--- src/rtl/fb_arbiter.sv ---
// Frame-buffer arbiter: shares one single-port frame memory between the VGA read path
// and a buffered write path. Reads have strict priority; writes drain in order from a small FIFO.
module fb_arbiter #(
  parameter int unsigned ADDR_WIDTH   = 32,
  parameter int unsigned DATA_WIDTH   = 32,
  parameter int unsigned FRAME_WIDTH  = 320,
  parameter int unsigned FRAME_HEIGHT = 240,
  parameter int unsigned FIFO_DEPTH   = 4
) (
  input  logic                          clk,
  input  logic                          rst,
  input  logic                          wr_valid,
  input  logic [ADDR_WIDTH-1:0]         wr_addr,
  input  logic [DATA_WIDTH-1:0]         wr_data,
  output logic                          wr_ready,
  output logic                          wr_err,
  output logic [$clog2(FIFO_DEPTH):0]   fifo_count,
  input  logic                          rd_req,
  input  logic [9:0]                    x_coordinate,
  input  logic [9:0]                    y_coordinate,
  output logic                          rd_valid,
  output logic [23:0]                   rdata,
  output logic                          mem_en,
  output logic                          mem_wen,
  output logic [ADDR_WIDTH-1:0]         mem_addr,
  output logic [DATA_WIDTH-1:0]         mem_wdata,
  input  logic [DATA_WIDTH-1:0]         mem_rdata
);

  localparam int unsigned PTR_W      = $clog2(FIFO_DEPTH);
  localparam int unsigned CNT_W      = PTR_W + 1;
  localparam int unsigned NUM_PIXELS = FRAME_WIDTH * FRAME_HEIGHT;
  localparam int unsigned CMP_W      = (ADDR_WIDTH > 32) ? ADDR_WIDTH : 32;
  localparam logic [CNT_W-1:0] DEPTH_CNT = CNT_W'(FIFO_DEPTH);

  logic [ADDR_WIDTH-1:0] fifo_addr [FIFO_DEPTH];
  logic [DATA_WIDTH-1:0] fifo_data [FIFO_DEPTH];
  logic [PTR_W-1:0]      wr_ptr;
  logic [PTR_W-1:0]      rd_ptr;

  logic                  rd_in_range_c;
  logic                  rd_hit_c;
  logic [ADDR_WIDTH-1:0] rd_addr_c;
  logic                  wr_addr_ok_c;
  logic                  push_c;
  logic                  pop_c;

  logic                  s1_valid;
  logic                  s1_hit;

  logic                  unused_rdata;

  // Only the RGB bits of the memory word are returned to the VGA side.
  assign unused_rdata = ^mem_rdata;

  // Read qualification and linear pixel address, computed at full address width.
  assign rd_in_range_c = (32'(x_coordinate) < FRAME_WIDTH) && (32'(y_coordinate) < FRAME_HEIGHT);
  assign rd_hit_c      = !rst && rd_req && rd_in_range_c;
  assign rd_addr_c     = ADDR_WIDTH'(y_coordinate) * ADDR_WIDTH'(FRAME_WIDTH)
                       + ADDR_WIDTH'(x_coordinate);

  // Write acceptance depends only on registered occupancy, never on a same-cycle pop.
  assign wr_ready      = !rst && (fifo_count < DEPTH_CNT);
  assign wr_addr_ok_c  = CMP_W'(wr_addr) < CMP_W'(NUM_PIXELS);
  assign push_c        = wr_valid && wr_ready && wr_addr_ok_c;
  assign pop_c         = !rst && !rd_hit_c && (fifo_count != '0);

  // Memory port: read beats write beats idle.
  always_comb begin
    mem_en    = 1'b0;
    mem_wen   = 1'b0;
    mem_addr  = '0;
    mem_wdata = '0;
    if (rd_hit_c) begin
      mem_en   = 1'b1;
      mem_addr = rd_addr_c;
    end else if (pop_c) begin
      mem_en    = 1'b1;
      mem_wen   = 1'b1;
      mem_addr  = fifo_addr[rd_ptr];
      mem_wdata = fifo_data[rd_ptr];
    end
  end

  // Write-buffer storage; entries need no reset since occupancy gates every use.
  always_ff @(posedge clk) begin
    if (push_c) begin
      fifo_addr[wr_ptr] <= wr_addr;
      fifo_data[wr_ptr] <= wr_data;
    end
  end

  // Buffer pointers/occupancy, two-stage read pipeline and error pulse.
  always_ff @(posedge clk) begin
    if (rst) begin
      wr_ptr     <= '0;
      rd_ptr     <= '0;
      fifo_count <= '0;
      s1_valid   <= 1'b0;
      s1_hit     <= 1'b0;
      rd_valid   <= 1'b0;
      rdata      <= '0;
      wr_err     <= 1'b0;
    end else begin
      if (push_c) begin
        wr_ptr <= wr_ptr + PTR_W'(1);
      end
      if (pop_c) begin
        rd_ptr <= rd_ptr + PTR_W'(1);
      end
      case ({push_c, pop_c})
        2'b10:   fifo_count <= fifo_count + CNT_W'(1);
        2'b01:   fifo_count <= fifo_count - CNT_W'(1);
        default: fifo_count <= fifo_count;
      endcase
      s1_valid <= rd_req;
      s1_hit   <= rd_hit_c;
      rd_valid <= s1_valid;
      rdata    <= s1_hit ? mem_rdata[23:0] : 24'd0;
      wr_err   <= wr_valid && wr_ready && !wr_addr_ok_c;
    end
  end

endmodule

--- config.mk ---
export PLATFORM = sky130hd
export DESIGN_NAME = fb_arbiter
export DESIGN_NICKNAME = d
export VERILOG_FILES = /design/src/rtl/fb_arbiter.sv
export SDC_FILE = /design/constraint.sdc
export NUM_CORES = 1
export LEC_CHECK = 0
export ABC_CLOCK_PERIOD_IN_PS = 4720
export CAP_MARGIN = 25
export CORE_MARGIN = 8
export CORE_UTILIZATION = 45
export DETAILED_ROUTE_END_ITERATION = 12
export PLACE_DENSITY_LB_ADDON = 0.15
export SYNTH_ARGS = -nofsm -noshare
export SYNTH_HDL_FRONTEND = slang
export SYNTH_SLANG_ARGS = --single-unit
--- constraint.sdc ---
create_clock -name clk -period 4.72 [get_ports clk]
set_input_delay 0.472 -clock clk [delete_from_list [all_inputs] [get_ports clk]]
set_output_delay 0.472 -clock clk [all_outputs]
set_load 0.02 [all_outputs]
* Word-level counts from Yosys, hierarchy flattened *
Memories as Yosys holds them, arrays and structs flattened. A register that Yosys moved wholly into a read port is not among the register bits.
Cells that the tools add are included.

storage, ports and cells
  flip-flop bits (word level) = 35
  RAM bits = 256
  input bits = 120
  word-level logic and storage cells = 52
  memories = 2

memories
  memory     depth  width  read ports  clocked after Yosys merged registers in  write ports  RTL line  source
  fifo_addr  4      32     1           1                                        1            36        logic [ADDR_WIDTH-1:0] fifo_addr [FIFO_DEPTH];
  fifo_data  4      32     1           1                                        1            37        logic [DATA_WIDTH-1:0] fifo_data [FIFO_DEPTH];

operators by class
  $add $sub $neg = 5
  multiply operators = 1
  magnitude comparators = 4
  equal/unequal tests = 2
  multiplexer cells = 14
  bitwise gates (word level) = 1
  reductions and logical operators = 15

operators by type and width
  cell                                                                             number
  32-bit two-way mux                                                               4
  32-bit by 17-bit less-than comparator with 1-bit output (second input constant)  1
  19-bit by 10-bit adder with 20-bit output                                        1
  10-bit by 3-bit multiplier with 13-bit output (second input constant)            1
  10-bit by 8-bit less-than comparator with 1-bit output (second input constant)   1
  10-bit by 9-bit less-than comparator with 1-bit output (second input constant)   1
  1-bit logical AND                                                                9
  2-bit two-way mux                                                                4
  3-bit one-hot mux with 2 select lines                                            1
  1-bit two-way mux                                                                5
  2-bit by 1-bit adder with 2-bit output (second input constant)                   2
  3-bit by 1-bit adder with 3-bit output (second input constant)                   1
  1-bit zero test                                                                  3
  3-bit less-than comparator (second input constant)                               1
  3-bit nonzero test                                                               1
  3-bit by 1-bit subtractor with 3-bit output (second input constant)              1
  2-bit by 1-bit == test with 1-bit output (second input constant)                 1
  2-bit == test (second input constant)                                            1
  2-bit nonzero test                                                               1
  2-bit OR reduction                                                               1
  1-bit inverter                                                                   1

* Logic depth before layout (Yosys ltp) *
Gate-level depths: netlist of run 1.

  depth after elaboration = 8
  gate-level depth with buffers = 12
  mapped depth without buffers = 11

* Least setup slack after synthesis of run 1 *
OpenSTA, ideal clock, no wires.

  path kind = input to output
  start point = input y_coordinate[1]
  end point = output mem_addr[17]
  arrival time = 3,107 ps
  required time = 4,248 ps
  slack = 1,141 ps
  stages on the path = 9
  cell sequence = ha_1 > ha_1 > fa_1 > a211o_2 > and3_4 > o311ai_2 > nand4_1 > or4_1 > a32o_1

on the way
  cells in the longest elaborated chain, start to end = 8

RTL lines
  item                                                                               RTL line  source
  start: declaration                                                                 20        input logic [9:0] y_coordinate,
  branches (longest 7 deep; another with 19-bit by 10-bit adder with 20-bit output)  -
  32-bit two-way mux *                                                               74        if (rd_hit_c) begin
  end: declaration                                                                   25        output logic [ADDR_WIDTH-1:0] mem_addr,

Mark *: on every way between the ends.

* Worst setup path after layout of run 1 *
  start point = input y_coordinate[1]
  end point = output mem_addr[18]

Same word-level chain as after synthesis.

==> impl_metrics.toml, run 1 <==
[finish]
final_layout_size_suffix_gt1_share_pct = 15.6
num_antenna_cells = 0
nets = 1005
fin_area_um2 = 15300
syn_to_final_growth_pct = 30.3
utilization_pct = 59.1

[detailed_routing]
initialDrtViolationCount = 438
drc = 0
wl_met3_um = 1810
vias_per_cell = 5.32
wl_per_cell_um = 21.1
vias = 6462
wl_met2_um = 12600
m1WireLength_um = 10800
firstDrtPassIters = 4
wl_um = 25600
top_layer = "met5"
ant_nets = 0

[power_and_ir_drop]
irDropWorstVdd_mv = 0.261
power.density_nw_per_um2 = 354
power.internal_mw = 4.35
p_sw_mw = 1.06
power.clock.fraction_pct = 42.6
power_frac_seq_pct = 52.0
p_leak_nw = 5.05
swShare_pct = 19.7
p_comb_share_pct = 5.4

[timing]
drv_slew = 0
tightestPinTransition_ns = 1.01
finalSetupViolCount = 0
fmax_mhz = 225
fin_crit_sh_pct = 94.1
worst_slack_ns = 0.277
period_minus_slack_ns = 4.44
skew_ns = 0.0168
setup_tns_ns = 0
rsz0062_at_grt = "no"
slew-limit-headroom_pct = 32.4
finalHoldViolations = 0

[critical_path]
worstSetupEndpoint = "mem_addr[18]"
path_class = "in2out"
end_kind = "output port"
cp-start-kind = "input pin"
cp_max_fo = 4
r2r_start = "fifo_count[0]"
crit_path_start = "y_coordinate[1]"
rrSetupSlack_ns = 2.31
cp.required_ns = 4.25
rr_endpoint = "fifo_count[2]"
r2r_cells = 9
worstPathArrival_ns = 3.97

[die]
io_pins = 216
start_util_pct = 45.4
core_region_area_um2 = 25800
die_w_um = 177
core.rowCount = 59
fp.dieArea_um2 = 31500
die_height_um = 177

[yosys]
synthXorXnorAreaFrac_pct = 1.27
synthMuxAreaShare_pct = 12.4
yosys.area_share.adder_pct = 3.18
synth_ff_type = "edfxtp_1"
synth_seq_cells = 293
yosysWarnings = 0
synth_top_family_by_area = "multiplexers"
yosysSeqAreaShare_pct = 71.9
postSynthCellCount = 635
synth_compound_area_share_pct = 2.98
synth_area_um2 = 11700
syn_area_per_cell_um2 = 18.5
synth_cell_types = 44
synth-simple-area-share_pct = 7.00
synth_edf_count = 256
syn_nets = 783
ys_async_sr_fraction_pct = 0

[clocking]
holdBufCountCts = 0
post-cts-setup-buffers = 0
cts_inserted_buffers = 29
cts_resized = 0
clk_pin_slew_ns = 0.06
cts-root-buf = "clkbuf_16"
htree_levels = 1
cts_tree = "built"
clk_path_buf_depth = 3
cts_num_sinks = 293
worstSkewPairLatency_ns = 0.54

[global_route]
grt-ovfl-total = 0
grt_antenna_before_repair = 3
grt_pass1_vias = 6978
grt_pass1_wl_um = 39200
grt_max_degree = 68
grt_usage_pct = 16.0

[min_path]
hp-class = "reg2reg"

[flow_run]
cap_viol_max_count = 0

[placed_design]
hpwlAfterDp_um = 16600
routabilityCongestion = 0.797
post-place-ws_ns = 0.0116
dpl_cell_area_um2 = 14300
port_buffers = 207

[outcome]
outcome = "completed"
## layer usage
metal | GRT usage, % | up-vias
li1 | - | 2945
met1 | 19.8 | 3271
met2 | 27.8 | 199
met3 | 3.87 | 41
met4 | 3.72 | 6
met5 | 0 | -
## final cells by class
class                   instances  area, um^2
inverters                      12        45.0
clock buffers                  36         846
repair buffers                219        2230
multi-input cells             302        3170
flip-flops and latches        293        8440
well taps                     335         419
fillers                      1953       10600
clock inverters                17         139
## power groups by stage
stage / logic, mW / registers, mW / clock network, mW
3_5_place_dp: 0.287 / 2.87 / 0
4_1_cts: 0.288 / 2.81 / 2.36
3_3_place_gp: 0.273 / 2.87 / 0
6_report: 0.292 / 2.81 / 2.30
2_1_floorplan: 0.124 / 2.87 / 0
5_1_grt: 0.317 / 2.81 / 2.46
## how the worst min path moves through the flow
stage | start | depth (start not counted) | endpoint
final | s1_valid | 1 | rd_valid
after global routing | s1_valid | 1 | rd_valid
after CTS | wr_valid | 3 | wr_err
after detailed placement | s1_valid | 1 | rd_valid
after global placement | s1_valid | 1 | rd_valid
after floorplan | s1_valid | 1 | rd_valid
## critical path: stages
cell,delay (ns)
clkdlybuf4s50_1,0.46
ha_1,0.32
ha_1,0.24
fa_1,0.42
a211o_2,0.39
nand4_1,0.10
a21oi_1,0.08
xnor2_1,0.19
or4_1,0.52
o21ai_1,0.15
clkdlybuf4s50_1,0.63
## cells in the mapped netlist, types with 3 or more instances
cell	instances	area share (%)
a21oi_1	11	0.47
a22o_1	8	0.60
and2_1	73	3.9
buf_1	6	0.19
buf_2	3	0.13
clkbuf_1	19	0.61
dfxtp_1	37	6.3
edfxtp_1	256	66
fa_1	3	0.51
ha_1	25	2.7
inv_1	12	0.38
mux4_2	64	12
nand2_1	15	0.48
nand2b_1	3	0.16
nand3_1	3	0.13
nand4_1	9	0.48
nor2_1	15	0.48
nor2b_1	5	0.27
nor3_1	5	0.21
nor4_1	3	0.16
o21ai_0	15	0.64
xnor2_1	8	0.60
xor2_1	9	0.67
## cell usage in the layout (no fill, tap or decap), types with 8 or more instances in the layout
| master | instances |
|---|---|
| edfxtp_1 | 256 |
| clkdlybuf4s50_1 | 205 |
| and2_1 | 69 |
| mux4_2 | 64 |
| dfxtp_1 | 35 |
| clkbuf_16 | 32 |
| ha_1 | 25 |
| nor2_1 | 15 |
| o21ai_0 | 15 |
| nand2_1 | 15 |
| inv_1 | 13 |
| a21oi_1 | 11 |
| nand4_1 | 9 |
| xor2_1 | 9 |
| xnor2_1 | 8 |
| a22o_1 | 8 |
## stage by stage
stage	cells	total power, mW	hold slack (ns)
global route	1214	5.59	0.465
floorplan	635	3.00	0.414
global placement	1160	3.14	0.430
CTS	1213	5.46	0.456
finish	1214	5.41	0.458
detailed placement	1160	3.16	0.453
## kinds of logic (layout without fill, tap and decap cells)
group / after synthesis / in the layout
flip-flops: 293 / 293
AND/OR/NAND/NOR: 141 / 141
multiplexers: 65 / 65
AO/OA/AOI/OAI: 51 / 51
buffers and inverters: 40 / 284
adder cells (fa/ha/maj): 28 / 28
XOR/XNOR: 17 / 17
## state kept, by name (all words and copies together), names as in the netlist, named ones only
signal	cells
fifo_addr	128
fifo_count	3
fifo_data	128
rd_ptr	2
rd_valid	1
rdata	24
s1_hit	1
s1_valid	1
wr_err	1
wr_ptr	2
Power figures use the tool's default switching activity.
==> run 2: changes to the inputs <==
SETUP_SLACK_MARGIN = 0.4   (was default)
==> impl_metrics.toml, run 2 (same netlist as run 1, synthesis figures left out) <==
[timing]
skew_ns = 0.0143
worst_slack_ns = 0.454
finalHoldViolations = 0
drv_slew = 0
rsz0062_at_grt = "no"
fmax_mhz = 234
whs_ns = 0.458
finalSetupViolCount = 0
fin_crit_sh_pct = 90.4
setup_tns_ns = 0
tightestPinTransition_ns = 1.01
period_minus_slack_ns = 4.27
slew-limit-headroom_pct = 32.5

[global_route]
grt_usage_pct = 16.0
grt_max_degree = 68
grt_pass1_wl_um = 39200
grt_antenna_before_repair = 3
grt-ovfl-total = 0
grt_pass1_vias = 6980

[finish]
num_antenna_cells = 0
nets = 1007
syn_to_final_growth_pct = 30.5
n_fill_cell = 1949
fin_area_um2 = 15300
top_regs = "fifo_addr: 128 flops, fifo_data: 128 flops, rdata: 24 flops"
final_common_cell = "edfxtp_1"
final_layout_size_suffix_gt1_share_pct = 16.0
layout_common_cells = "edfxtp_1, clkdlybuf4s50_1, and2_1"

[flow_run]
cap_viol_max_count = 0

[detailed_routing]
ant_nets = 0
drc = 0
initialDrtViolationCount = 423
firstDrtPassIters = 4
vias_per_cell = 5.29
wl_per_cell_um = 21.1
wl_um = 25600
vias = 6436

[die]
core_region_area_um2 = 25800
fp.dieArea_um2 = 31500
io_pins = 216
core.rowCount = 59
start_util_pct = 45.4
die_height_um = 177
die_w_um = 177

[clocking]
worstSkewPairLatency_ns = 0.54
cts-root-buf = "clkbuf_16"
cts_num_sinks = 293
htree_levels = 1
cts_tree = "built"
clk_pin_slew_ns = 0.06
cts_inserted_buffers = 29
clk_path_buf_depth = 3

[critical_path]
rr_endpoint = "fifo_count[2]"
cp-start-kind = "input pin"
r2r_start = "fifo_count[0]"
rrSetupSlack_ns = 2.31
worstPathArrival_ns = 3.79
path_class = "in2out"
cp_max_fo = 4
cp.required_ns = 4.25
end_kind = "output port"
r2r_cells = 9

[min_path]
hold_depth = 1
hp-class = "reg2reg"
hold_start = "s1_valid"
min_to = "rd_valid"

[placed_design]
routabilityCongestion = 0.797
post-place-ws_ns = 0.0116
hpwlAfterDp_um = 16600
dpl_cell_area_um2 = 14300
port_buffers = 207

[power_and_ir_drop]
irDropWorstVdd_mv = 0.260
power_mw = 5.41
p_leak_nw = 5.05
power.density_nw_per_um2 = 354

[outcome]
outcome = "completed"
run 2: changes by cell type in the layout (fill, tap and decap cells not counted), sizes merged:
cell / delta
dlygate4sd2: +1
buf: +2
clkdlybuf4s50: -3
clkdlybuf4s15: +2
run 2: worst max-delay path, cell delays in order:
cell and delay, ns:
clkdlybuf4s50_1 0.50, ha_1 0.24, ha_1 0.24, fa_2 0.36, a211o_2 0.38, and3_4 0.21
o311ai_4 0.26, nand4_1 0.18, or4_1 0.43, a32o_1 0.26, clkdlybuf4s15_2 0.25
run 2: what timing repair did:
| action | CTS | global route |
|---|---|---|
| pin swaps | 1 | 3 |
| hold buffers | 0 | 0 |
| hold endpoints to repair | 0 | 0 |
| resized for setup | 7 | 3 |
| endpoints found under the setup margin | 5 | 4 |
| cloned | 0 | 0 |
| setup buffers | 0 | 2 |
run 2: worst max path at each step:
stage / startpoint / to / depth (start not counted) / slack [ns]
6_report: y_coordinate[3] / mem_addr[17] / 11 / 0.45
5_1_grt: y_coordinate[3] / mem_addr[16] / 11 / 0.41
4_1_cts: y_coordinate[1] / mem_addr[16] / 11 / 0.36
3_5_place_dp: y_coordinate[1] / mem_addr[16] / 11 / 0.01
3_3_place_gp: y_coordinate[1] / mem_addr[17] / 11 / 0.07
2_1_floorplan: y_coordinate[1] / mem_addr[17] / 9 / 1.14
run 2: where the power goes:
| group | internal, mW | switching (mW) | leakage (nW) |
|---|---|---|---|
| clock | 1.38 | 0.926 | 0.498 |
| sequential | 2.81 | 0.000546 | 2.60 |
| combinational | 0.159 | 0.139 | 1.95 |
| total | 4.35 | 1.07 | 5.05 |
run 2: cell type report:
cell class | instances | area, um^2 | area share (%)
Timing Repair Buffer | 221 | 2240 | 14.7
Inverter | 12 | 45.0 | 0.294
Tap cell | 335 | 419 | 2.74
Multi-Input combinational cell | 302 | 3170 | 20.7
Clock inverter | 17 | 139 | 0.908
Clock buffer | 36 | 846 | 5.53
Sequential cell | 293 | 8440 | 55.1
run 2: layer usage:
layer	vias up	global-route usage (%)	routed length (um)
met1	3245	19.8	10800
li1	2949	-	-
met5	-	0	35
met4	6	3.72	389
met2	197	27.8	12600
met3	39	3.87	1840
run 2: stage by stage:
stage / utilization [%] / std cells
global route: 59.2 / 1216
detailed placement: 55.2 / 1160
floorplan: - / 635
finish: 59.2 / 1216
global placement: 55.2 / 1160
CTS: 59.1 / 1213
==> run 3: changes to the inputs <==
ABC_CLOCK_PERIOD_IN_PS = 4100   (was 4720)
clock period = 4.1 ns   (was 4.72 ns; I/O delays follow)
==> impl_metrics.toml, run 3 (same netlist as run 1, synthesis figures left out) <==
[outcome]
outcome = "completed"

[critical_path]
cpLargestDelayFamily = "simple AND/OR/NAND/NOR gates"
cp-start-kind = "input pin"
rr_endpoint = "fifo_count[2]"
worstSetupEndpoint = "mem_addr[16]"
r2r_cells = 9
critPathMaxStageDelay_ns = 0.38
cp.required_ns = 3.69
worstPathArrival_ns = 3.20
path_depth = 12
crit_top_cell = "buf_4"
crit_chain = "clkdlybuf4s15_1 > buf_4 > ha_1 > ha_4 > or2_2 > and3_4 > o311ai_4 > buf_4 > nand4_1 > or3_1 > a32o_2 > buf_6"
path_buf_inv = 4
crit_slowest_cell = "or3_1"
rrSetupSlack_ns = 1.71
end_kind = "output port"
cp_max_fo = 3
path_class = "in2out"
crit_path_start = "y_coordinate[4]"
r2r_start = "fifo_count[2]"

[power_and_ir_drop]
power.internal_mw = 4.93
power_frac_seq_pct = 52.2
power_mw = 6.20
irDropWorstVdd_mv = 0.313
p_leak_nw = 5.17
power.density_nw_per_um2 = 397
power.clock.fraction_pct = 41.3
p_sw_mw = 1.27
swShare_pct = 20.5
p_comb_share_pct = 6.5

[finish]
num_antenna_cells = 0
nets = 1033
final_layout_size_suffix_gt1_share_pct = 20.6
utilization_pct = 60.4
final_common_cell = "edfxtp_1"
top_regs = "fifo_addr: 128 flops, fifo_data: 128 flops, rdata: 24 flops"
n_fill_cell = 1946
layout_common_cells = "edfxtp_1, clkdlybuf4s50_1, and2_1"
syn_to_final_growth_pct = 33.1

[clocking]
clk_pin_slew_ns = 0.06
cts-root-buf = "clkbuf_16"
cts_tree = "built"
clk_path_buf_depth = 3
holdBufCountCts = 0
htree_levels = 1
worstSkewPairLatency_ns = 0.56
cts_num_sinks = 293
cts_inserted_buffers = 30

[detailed_routing]
firstDrtPassIters = 5
wl_per_cell_um = 21.1
wl_met2_um = 13100
wl_um = 26200
drc = 0
vias = 6621
ant_nets = 0
vias_per_cell = 5.33
initialDrtViolationCount = 419
wl_met3_um = 1850
top_layer = "met5"
m1WireLength_um = 10700

[global_route]
grt_usage_pct = 16.3
grt-ovfl-total = 0
grt_max_degree = 68
grt_pass1_wl_um = 40200
grt_pass1_vias = 7219
grt_antenna_before_repair = 2

[die]
die_w_um = 177
die_height_um = 177
core_region_area_um2 = 25800
fp.dieArea_um2 = 31500
io_pins = 216
core.rowCount = 59
start_util_pct = 45.4

[timing]
slew-limit-headroom_pct = 33.3
finalSetupViolCount = 0
drv_slew = 0
period_minus_slack_ns = 3.61
finalHoldViolations = 0
fmax_mhz = 277
skew_ns = 0.0208
setup_tns_ns = 0
fin_crit_sh_pct = 88.1
tightestPinTransition_ns = 1.00
worst_slack_ns = 0.488
rsz0062_at_grt = "no"

[min_path]
hp-class = "in2reg"

[placed_design]
hpwlAfterDp_um = 17100
port_buffers = 207
post-place-ws_ns = -0.408
routabilityCongestion = 0.797

[flow_run]
cap_viol_max_count = 0
## run 3: power by group through the flow
stage	logic [mW]	clock network, mW	registers [mW]
finish	0.404	2.56	3.24
CTS	0.387	2.63	3.24
detailed placement	0.355	0	3.30
floorplan	0.142	0	3.31
global route	0.434	2.74	3.24
global placement	0.341	0	3.30
## run 3: tightest hold or removal path, cell delays in order
cell and delay, ns:
clkdlybuf4s50_1 0.42, nand2_1 0.06, nor2_1 0.03
## run 3: metal layers
metal / track usage (%) / up-vias
met3: 4.04 / 48
li1: - / 2998
met5: 0 / -
met1: 19.7 / 3348
met4: 4.52 / 4
met2: 28.7 / 223
## run 3: worst min path at each step
stage                        start        to  slack [ns]  cells past startpoint
after floorplan           s1_valid  rd_valid        0.41                      1
after global placement    s1_valid  rd_valid        0.43                      1
after detailed placement  s1_valid  rd_valid        0.45                      1
after CTS                 wr_valid    wr_err        0.40                      3
after global routing      wr_valid    wr_err        0.41                      3
final                     wr_valid    wr_err        0.42                      3
## run 3: area by class of cell
class                           instances  area [um^2]  share of cell area (%)
Timing Repair Buffer                  246         2430                    15.5
Clock inverter                         14          126                   0.810
Tap cell                              335          419                    2.69
Inverter                               12         45.0                   0.289
Sequential cell                       293         8440                    54.0
Multi-Input combinational cell        302         3330                    21.4
Clock buffer                           41          822                    5.27
## run 3: per-stage QoR
step | hold slack (ns) | area (um^2) | std cells
after floorplan | 0.414 | 11700 | 635
after global placement | 0.430 | 14500 | 1183
after detailed placement | 0.446 | 14500 | 1183
after CTS | 0.397 | 15500 | 1242
after global routing | 0.413 | 15600 | 1243
final | 0.423 | 15600 | 1243
## run 3: timing repair
| action | in CTS | in global routing |
|---|---|---|
| gates resized for setup | 44 | 19 |
| gates cloned | 0 | 0 |
| buffers inserted | 4 | 0 |
| pin swaps | 14 | 10 |
| setup endpoints to repair | 7 | 4 |
